===== src/rtl/muldiv_seq_if.sv =====
// Handshake bundle between the execute stage and the multiply/divide unit.
// Latency: n/a (signal bundle only).
// Backpressure: the requester holds off while ready_o is low; no queuing behind it.
// Ports: start_i/fun3_i/rs1_i/rs2_i/flush_i toward the unit; ready_o/busy_o/valid_o/result_o back.
interface muldiv_seq_if #(
  parameter int XLEN = 32
);
  logic            start_i;
  logic [2:0]      fun3_i;
  logic [XLEN-1:0] rs1_i;
  logic [XLEN-1:0] rs2_i;
  logic            flush_i;
  logic            ready_o;
  logic            busy_o;
  logic            valid_o;
  logic [XLEN-1:0] result_o;

  // Pipeline side drives the request and reads status/result.
  modport master (
    output start_i, fun3_i, rs1_i, rs2_i, flush_i,
    input  ready_o, busy_o, valid_o, result_o
  );

  // Unit side.
  modport slave (
    input  start_i, fun3_i, rs1_i, rs2_i, flush_i,
    output ready_o, busy_o, valid_o, result_o
  );
endinterface


===== src/rtl/muldiv_seq.sv =====
// Iterative RV32M/RV64M multiply/divide unit (shift-add multiply, restoring divide).
// Latency: valid_o XLEN+1 cycles after accept; 1 cycle for div-by-zero/overflow when FAST_SPECIAL.
// Backpressure: accepts only while ready_o=1 (IDLE); start_i otherwise ignored, flush_i aborts.
// Ports: clk, reset (sync, active-high); bus (muldiv_seq_if.slave) carries request, status and result.
module muldiv_seq #(
  parameter int  XLEN         = 32,
  parameter bit  FAST_SPECIAL = 1'b1,
  localparam int CNT_W        = $clog2(XLEN + 1)
) (
  input logic         clk,
  input logic         reset,
  muldiv_seq_if.slave bus
);

  typedef enum logic [1:0] {IDLE, CALC, DONE} state_t;

  localparam logic [XLEN-1:0] MOST_NEG = {1'b1, {(XLEN-1){1'b0}}};

  state_t              state_q, state_d;
  logic [2:0]          op_q;
  logic [XLEN-1:0]     opd_q;       // multiplicand (mul) or divisor magnitude (div)
  logic [2*XLEN-1:0]   acc_q;       // mul: {partial hi, multiplier}; div: {remainder, dividend/quotient}
  logic                neg_main_q;  // negate product / quotient
  logic                neg_rem_q;   // negate remainder
  logic                spec_q;
  logic [XLEN-1:0]     spec_res_q;
  logic [CNT_W-1:0]    cnt_q;
  logic [XLEN-1:0]     result_q;

  logic                rdy, bsy, fire, accept;

  // ---------------- request decode (only meaningful at acceptance) ----------------
  logic            rs1_signed, rs2_signed, s1, s2, is_div;
  logic            div_zero, sovf, special;
  logic [XLEN-1:0] mag1, mag2, spec_res;

  always_comb begin
    rs1_signed = (bus.fun3_i == 3'b001) || (bus.fun3_i == 3'b010) ||
                 (bus.fun3_i == 3'b100) || (bus.fun3_i == 3'b110);
    rs2_signed = (bus.fun3_i == 3'b001) || (bus.fun3_i == 3'b100) ||
                 (bus.fun3_i == 3'b110);
    s1         = rs1_signed & bus.rs1_i[XLEN-1];
    s2         = rs2_signed & bus.rs2_i[XLEN-1];
    mag1       = s1 ? -bus.rs1_i : bus.rs1_i;
    mag2       = s2 ? -bus.rs2_i : bus.rs2_i;
    is_div     = bus.fun3_i[2];
    div_zero   = is_div && (bus.rs2_i == '0);
    // Only DIV/REM (fun3[0]=0 within the divide group) can overflow.
    sovf       = is_div && !bus.fun3_i[0] && (bus.rs1_i == MOST_NEG) && (bus.rs2_i == '1);
    special    = div_zero || sovf;
    // fun3[1] distinguishes remainder from quotient.
    if (div_zero) spec_res = bus.fun3_i[1] ? bus.rs1_i : '1;
    else          spec_res = bus.fun3_i[1] ? '0 : bus.rs1_i;
  end

  // ---------------- one iteration of the datapath ----------------
  logic [XLEN-1:0]   acc_hi, acc_lo;
  logic [XLEN:0]     mul_sum, sh_rem, div_diff;
  logic              div_ge;
  logic [2*XLEN-1:0] mul_next, div_next;

  assign acc_hi   = acc_q[2*XLEN-1:XLEN];
  assign acc_lo   = acc_q[XLEN-1:0];

  // Multiply: add multiplicand when the current multiplier bit is set, then
  // shift the whole accumulator right; the carry enters the top bit.
  assign mul_sum  = {1'b0, acc_hi} + (acc_lo[0] ? {1'b0, opd_q} : '0);
  assign mul_next = {mul_sum, acc_lo[XLEN-1:1]};

  // Restoring divide: shift the next dividend bit into the remainder and keep
  // the difference only when it does not go negative.
  assign sh_rem   = {acc_hi, acc_lo[XLEN-1]};
  assign div_diff = sh_rem - {1'b0, opd_q};
  assign div_ge   = ~div_diff[XLEN];
  assign div_next = {(div_ge ? div_diff[XLEN-1:0] : sh_rem[XLEN-1:0]),
                     acc_lo[XLEN-2:0], div_ge};

  // ---------------- sign correction and result select ----------------
  logic [2*XLEN-1:0] prod;
  logic [XLEN-1:0]   quo, rem, final_res;

  assign prod = neg_main_q ? -acc_q  : acc_q;
  assign quo  = neg_main_q ? -acc_lo : acc_lo;
  assign rem  = neg_rem_q  ? -acc_hi : acc_hi;

  always_comb begin
    final_res = '0;
    case (op_q)
      3'b000:                 final_res = prod[XLEN-1:0];
      3'b001, 3'b010, 3'b011: final_res = prod[2*XLEN-1:XLEN];
      3'b100, 3'b101:         final_res = quo;
      default:                final_res = rem;
    endcase
    // Special results override whatever the iterations produced.
    if (spec_q) final_res = spec_res_q;
  end

  // ---------------- FSM ----------------
  always_ff @(posedge clk) begin
    if (reset) state_q <= IDLE;
    else       state_q <= state_d;
  end

  always_comb begin
    state_d = state_q;
    rdy     = 1'b0;
    bsy     = 1'b0;
    fire    = 1'b0;
    accept  = 1'b0;
    case (state_q)
      IDLE: begin
        rdy = 1'b1;
        if (bus.start_i && !bus.flush_i) begin
          accept  = 1'b1;
          state_d = (FAST_SPECIAL && special) ? DONE : CALC;
        end
      end
      CALC: begin
        bsy = 1'b1;
        if (cnt_q == CNT_W'(XLEN - 1)) state_d = DONE;
      end
      DONE: begin
        fire    = 1'b1;
        state_d = IDLE;
      end
      default: state_d = IDLE;
    endcase
    // Redirect wins everywhere and swallows a pending result.
    if (bus.flush_i) begin
      state_d = IDLE;
      fire    = 1'b0;
    end
  end

  // ---------------- datapath registers ----------------
  always_ff @(posedge clk) begin
    if (reset) begin
      op_q       <= '0;
      opd_q      <= '0;
      acc_q      <= '0;
      neg_main_q <= 1'b0;
      neg_rem_q  <= 1'b0;
      spec_q     <= 1'b0;
      spec_res_q <= '0;
      cnt_q      <= '0;
      result_q   <= '0;
    end else begin
      if (accept) begin
        op_q       <= bus.fun3_i;
        opd_q      <= is_div ? mag2 : mag1;
        acc_q      <= {{XLEN{1'b0}}, (is_div ? mag1 : mag2)};
        neg_main_q <= s1 ^ s2;
        neg_rem_q  <= s1;
        spec_q     <= special;
        spec_res_q <= spec_res;
        cnt_q      <= '0;
      end else if (state_q == CALC) begin
        acc_q <= op_q[2] ? div_next : mul_next;
        cnt_q <= cnt_q + CNT_W'(1);
      end
      if (fire) result_q <= final_res;
    end
  end

  assign bus.ready_o  = rdy;
  assign bus.busy_o   = bsy;
  assign bus.valid_o  = fire;
  // The fresh result is visible during the valid pulse, then held from result_q.
  assign bus.result_o = fire ? final_res : result_q;

endmodule

===== src/flat_wrapper.sv =====
// flat-port wrapper written by rule: the top's interface ports become plain ports
module muldiv_seq_flat 
#(
  parameter int  XLEN         = 32,
  parameter bit  FAST_SPECIAL = 1'b1,
  localparam int CNT_W        = $clog2(XLEN + 1)
)
  (clk, reset, bus_start_i, bus_fun3_i, bus_rs1_i, bus_rs2_i, bus_flush_i, bus_ready_o, bus_busy_o, bus_valid_o, bus_result_o);
  muldiv_seq_if #(.XLEN(XLEN)) bus_i ();
  input logic clk;
  input logic reset;
  input wire logic [$bits(bus_i.start_i)-1:0] bus_start_i;
  input wire logic [$bits(bus_i.fun3_i)-1:0] bus_fun3_i;
  input wire logic [$bits(bus_i.rs1_i)-1:0] bus_rs1_i;
  input wire logic [$bits(bus_i.rs2_i)-1:0] bus_rs2_i;
  input wire logic [$bits(bus_i.flush_i)-1:0] bus_flush_i;
  output wire logic [$bits(bus_i.ready_o)-1:0] bus_ready_o;
  output wire logic [$bits(bus_i.busy_o)-1:0] bus_busy_o;
  output wire logic [$bits(bus_i.valid_o)-1:0] bus_valid_o;
  output wire logic [$bits(bus_i.result_o)-1:0] bus_result_o;
  assign bus_i.start_i = bus_start_i;
  assign bus_i.fun3_i = bus_fun3_i;
  assign bus_i.rs1_i = bus_rs1_i;
  assign bus_i.rs2_i = bus_rs2_i;
  assign bus_i.flush_i = bus_flush_i;
  assign bus_ready_o = bus_i.ready_o;
  assign bus_busy_o = bus_i.busy_o;
  assign bus_valid_o = bus_i.valid_o;
  assign bus_result_o = bus_i.result_o;
  muldiv_seq #(.XLEN(XLEN), .FAST_SPECIAL(FAST_SPECIAL)) u_core (.clk(clk), .reset(reset), .bus(bus_i));
endmodule

===== config.mk =====
export PLATFORM = sky130hd
export DESIGN_NAME = muldiv_seq_flat
export DESIGN_NICKNAME = d
export VERILOG_FILES = /design/src/rtl/muldiv_seq_if.sv /design/src/rtl/muldiv_seq.sv /design/src/flat_wrapper.sv
export SDC_FILE = /design/constraint.sdc
export NUM_CORES = 1
export LEC_CHECK = 0
export CAP_MARGIN = 15
export CORE_ASPECT_RATIO = 1.75
export CORE_MARGIN = 3
export CORE_UTILIZATION = 60
export DETAILED_ROUTE_END_ITERATION = 8
export GPL_ROUTABILITY_DRIVEN = 0
export PLACE_DENSITY = 0.81
export SETUP_SLACK_MARGIN = 0.1
export SLEW_MARGIN = 10
export SYNTH_ARGS = -nofsm -noshare
export SYNTH_HDL_FRONTEND = slang
export SYNTH_SLANG_ARGS = --single-unit

===== constraint.sdc =====
create_clock -name clk -period 4 [get_ports clk]
set_input_delay 0.6 -clock clk [delete_from_list [all_inputs] [get_ports clk]]
set_output_delay 0.6 -clock clk [all_outputs]
set_load 0.02 [all_outputs]

==> results of run 1 <==
[stage by stage]
step	hold slack [ns]	cells	utilization, %
floorplan	0.432	2220	-
global placement	0.445	2662	70.0
detailed placement	0.445	2662	70.0
CTS	0.453	2701	73.5
[routing by layer]
layer / overflow / track usage [%]
met2: 6 / 77.9
met5: 0 / 0
met3: 0 / 23.0
met1: 0 / 52.2
met4: 1 / 49.8
[cell families after synthesis]
| logic type | Yosys count | synth area share [%] |
|---|---|---|
| AOI/OAI and AO/OA | 753 | 30.0 |
| xor gates and xnor gates | 195 | 10.8 |
| adders and majority gates | 72 | 5.78 |
| buffers and inverters | 253 | 6.17 |
| DFF | 174 | 22.0 |
| muxes | 70 | 4.44 |
| and+or+nand+nor | 703 | 20.9 |
[timing repair]
action	in CTS
pin swaps	29
buffers inserted	7
endpoints found under the setup margin	39
endpoints found under the hold margin	0
cloned	0
gates resized for setup	193
==> metrics.yaml, run 1 <==
logic_synthesis:
  synth_cells: 2220
  yosys-top-cells-count: "nor2_1 (241), a21oi_1 (223), nand2_1 (197), o21ai_0 (182), dfxtp_1 (174)"
  synth_top_area_share_pct: 22.0
  synth-seq-cells: 174
  yosysTopAreaCell: "dfxtp_1"
  synth_cell_types: 78
  seq_area_frac_synth_pct: 22.0
  synth-edff-count: 0
  async_flop_share_pct: 0
  synth_flop_cell: "dfxtp_1"
  syn-mean-instance-area_um2: 7.14
  yosysWarnings: 0
  yosysMostFrequentCell: "nor2_1"
  synth_fp_nets: 2363
  synthTopCellsByArea: "dfxtp_1 (22%), a21oi_1 (7.0%), xor2_1 (5.9%)"
  syn_area_um2: 15900
placed_design:
  place_area_um2: 18200
  hpwlAfterDp_mm: 50.7
  io_buffers: 105
  pre_cts_slack_ns: -0.346
timing:
  worst_endpoint_kind: "primary output"
  worst_endpoint: "bus_result_o[25]"
clock_tree:
  cts_sinks: 174
  cts_root_buf: "clkbuf_16"
  htreeDepth: 4
  cts_buffers: 17
  holdBufCountCts: 0
  clock_tree.buffer_depth: 2
run_status:
  status: "stopped before the end"
  haltStage: "global routing (5_1_grt)"
  tool.error: "[ERROR GRT-0232] Routing congestion too high. Check the congestion heatmap in the GUI."
global_routing:
  grt.overflow.total: 7
  grt_usage_pct: 52.0
  grt_max_degree: 97
floorplan:
  die_y_um: 221
  die_w_um: 129
  rows: 78
  start_util_pct: 61.1
  ios: 106
==> run 2: changes to the inputs <==
--- a/config.mk
+++ b/config.mk
@@ -6,13 +6,11 @@
 export NUM_CORES = 1
 export LEC_CHECK = 0
 export CAP_MARGIN = 15
-export CORE_ASPECT_RATIO = 1.75
 export CORE_MARGIN = 3
-export CORE_UTILIZATION = 60
+export CORE_UTILIZATION = 40
 export DETAILED_ROUTE_END_ITERATION = 8
 export GPL_ROUTABILITY_DRIVEN = 0
-export PLACE_DENSITY = 0.81
-export SETUP_SLACK_MARGIN = 0.1
+export PLACE_DENSITY_LB_ADDON = 0.15
 export SLEW_MARGIN = 10
 export SYNTH_ARGS = -nofsm -noshare
 export SYNTH_HDL_FRONTEND = slang
==> metrics.yaml, run 2 <==
run_status:
  status: "complete, but fails checks"
  violations: "negative setup slack"
route:
  drc: 0
  wl_mm: 65.7
  wire_per_inst_um: 22.6
  firstDrtPassIters: 6
  ant_nets: 0
  vias: 17900
  via_per_inst: 6.17
  dr.first_iter.drc_count: 2191
logic_synthesis:
  synth_cell_types: 78
  async_flop_share_pct: 0
  yosys-top-cells-count: "nor2_1 (241), a21oi_1 (223), nand2_1 (197), o21ai_0 (182), dfxtp_1 (174)"
  synth-seq-cells: 174
  yosysWarnings: 0
  yosysTopAreaCell: "dfxtp_1"
  synth_top_area_share_pct: 22.0
  synth_flop_cell: "dfxtp_1"
  seq_area_frac_synth_pct: 22.0
  yosysMostFrequentCell: "nor2_1"
  synth-edff-count: 0
  synth_cells: 2220
  synthTopCellsByArea: "dfxtp_1 (22%), a21oi_1 (7.0%), xor2_1 (5.9%)"
  synth_fp_nets: 2363
  syn-mean-instance-area_um2: 7.14
  syn_area_um2: 15900
clock_tree:
  cts_sinks: 174
  cts_buffers: 17
  clk_pin_slew_ns: 0.08
  holdBufCountCts: 0
  cts_root_buf: "clkbuf_16"
  clock_tree.buffer_depth: 2
  htreeDepth: 4
  cts_tree: "done"
  clkLatencyLatePin_ns: 0.46
timing:
  final_max_slew_viol_count: 0
  fin_skew_ns: 0.00849
  whs_ns: 0.456
  post-route-period-util_pct: 104
  finalHoldViolations: 0
  setup_tns_ns: -0.301
  setup_viol: 2
  setup_ws_ns: -0.169
  timing_worst_slew_pin_value_ns: 1.10
  fin_crit_ns: 4.17
  fmax_mhz: 240
  max_slew_margin_pct: 26.9
  rsz0062_at_grt: "yes"
global_routing:
  grt_pass1_vias: 16100
  grt_pass1_wl_mm: 98.2
  grt_usage_pct: 30.4
  grt_max_degree: 95
  grt.overflow.total: 0
  antenna_found_initial: 0
floorplan:
  design.core.area_um2: 38900
  rows: 72
  start_util_pct: 40.7
  die_w_um: 205
  ios: 106
  die_y_um: 205
  dieArea_um2: 42000
power_and_ir_drop:
  finalPower_mw: 5.66
  leakage_nw: 7.55
  irDropWorstVdd_mv: 0.290
  p_per_area_nw_per_um2: 291
final_layout:
  drive_gt1_share_pct: 15.2
  post-route-util_pct: 49.9
  fill_cells: 3932
  syn_to_final_growth_pct: 22.5
  largest_reg_flops: 64
  num-nets-final: 2514
  regMostFlops: "u_core.acc_q"
  regArea_um2: 3490
  final_common_cell: "nor2_1"
  fin_cells: 2903
  multiInputGateArea_um2: 11800
  final_cell_mix: "nor2_1 (237), a21oi_1 (217), buf_4 (200), nand2_1 (196), o21ai_0 (170)"
critical_path:
  cp-end-kind: "output pin"
  cp.required_ns: 3.40
  critPathMaxFanout: 3
  arrival_ns: 3.57
  cp-start-kind: "register"
  path_class: "reg -> out"
placed_design:
  placedCellCount: 2847
  hpwlAfterDp_mm: 50.2
  io_buffers: 105
worst_hold_path:
  worstHoldPathType: "reg -> reg"
job:
  cap_viol_max_count: 0
[run 2: final cells by class]
type,instances,share of cell area (%)
inverter,79,1.54
antenna,1,0.0129
sequential,174,18.0
timing repair buffer,306,13.3
tap,518,3.34
multi-input combinational,1793,60.9
clock inverter,14,0.747
clock buffer,18,2.21
[run 2: final timing paths]
check / from / end / slack (ns) / cells after the start
worst max-delay path: u_core.acc_q[2] / bus_result_o[25] / -0.17 / 10
worst min-delay path: u_core.opd_q[25] / u_core.opd_q[25] / 0.46 / 2
worst max register to register: u_core.acc_q[2] / u_core.result_q[25] / 0.04 / 17
worst min register to register: u_core.opd_q[25] / u_core.opd_q[25] / 0.46 / 2
[run 2: timing repair]
action,in CTS,in global routing
gates resized for setup,148,80
pin swaps,15,28
gates cloned,0,1
endpoints found under the setup margin,34,38
setup buffers,11,11
[run 2: cells by family after synthesis]
group	after synthesis	share of synthesized area, %
xor gates and xnor gates	195	10.8
AOI/OAI and AO/OA	753	30.0
DFF	174	22.0
muxes	70	4.44
buffers and inverters	253	6.17
and+or+nand+nor	703	20.9
adders and majority gates	72	5.78
[run 2: layer usage]
metal | up-vias | share of wire, % | GRT usage [%]
li1 | 8384 | - | -
met1 | 8536 | 44 | 43.6
met2 | 876 | 43 | 45.5
met3 | 107 | 10 | 6.48
met4 | 0 | 3.1 | 9.42
met5 | - | 0 | 0
[run 2: power breakdown]
group          leakage, nW  total [mW]  switching, mW  internal [mW]
clock                0.279        1.72          0.840          0.884
sequential            1.42        1.90         0.0869           1.81
combinational         5.85        2.03           1.21          0.825
[run 2: stage by stage]
stage               setup WS, ns  instance area, µm²
floorplan                  0.213               15900
global placement          -0.139               18300
detailed placement        -0.126               18300
CTS                       -0.129               19100
global route              -0.218               19400
finish                    -0.169               19400
[run 2: worst max-delay path, cell delays in order (launching register included)]
cell	delay [ns]
dfxtp_1	0.32
or4_4	0.54
or4_4	0.44
or4_4	0.47
or3_4	0.44
o31ai_4	0.20
xor2_1	0.26
o21ai_1	0.09
nand2_1	0.13
nand3_2	0.10
buf_6	0.14
Note: power is estimated with default switching activity, not from simulation.
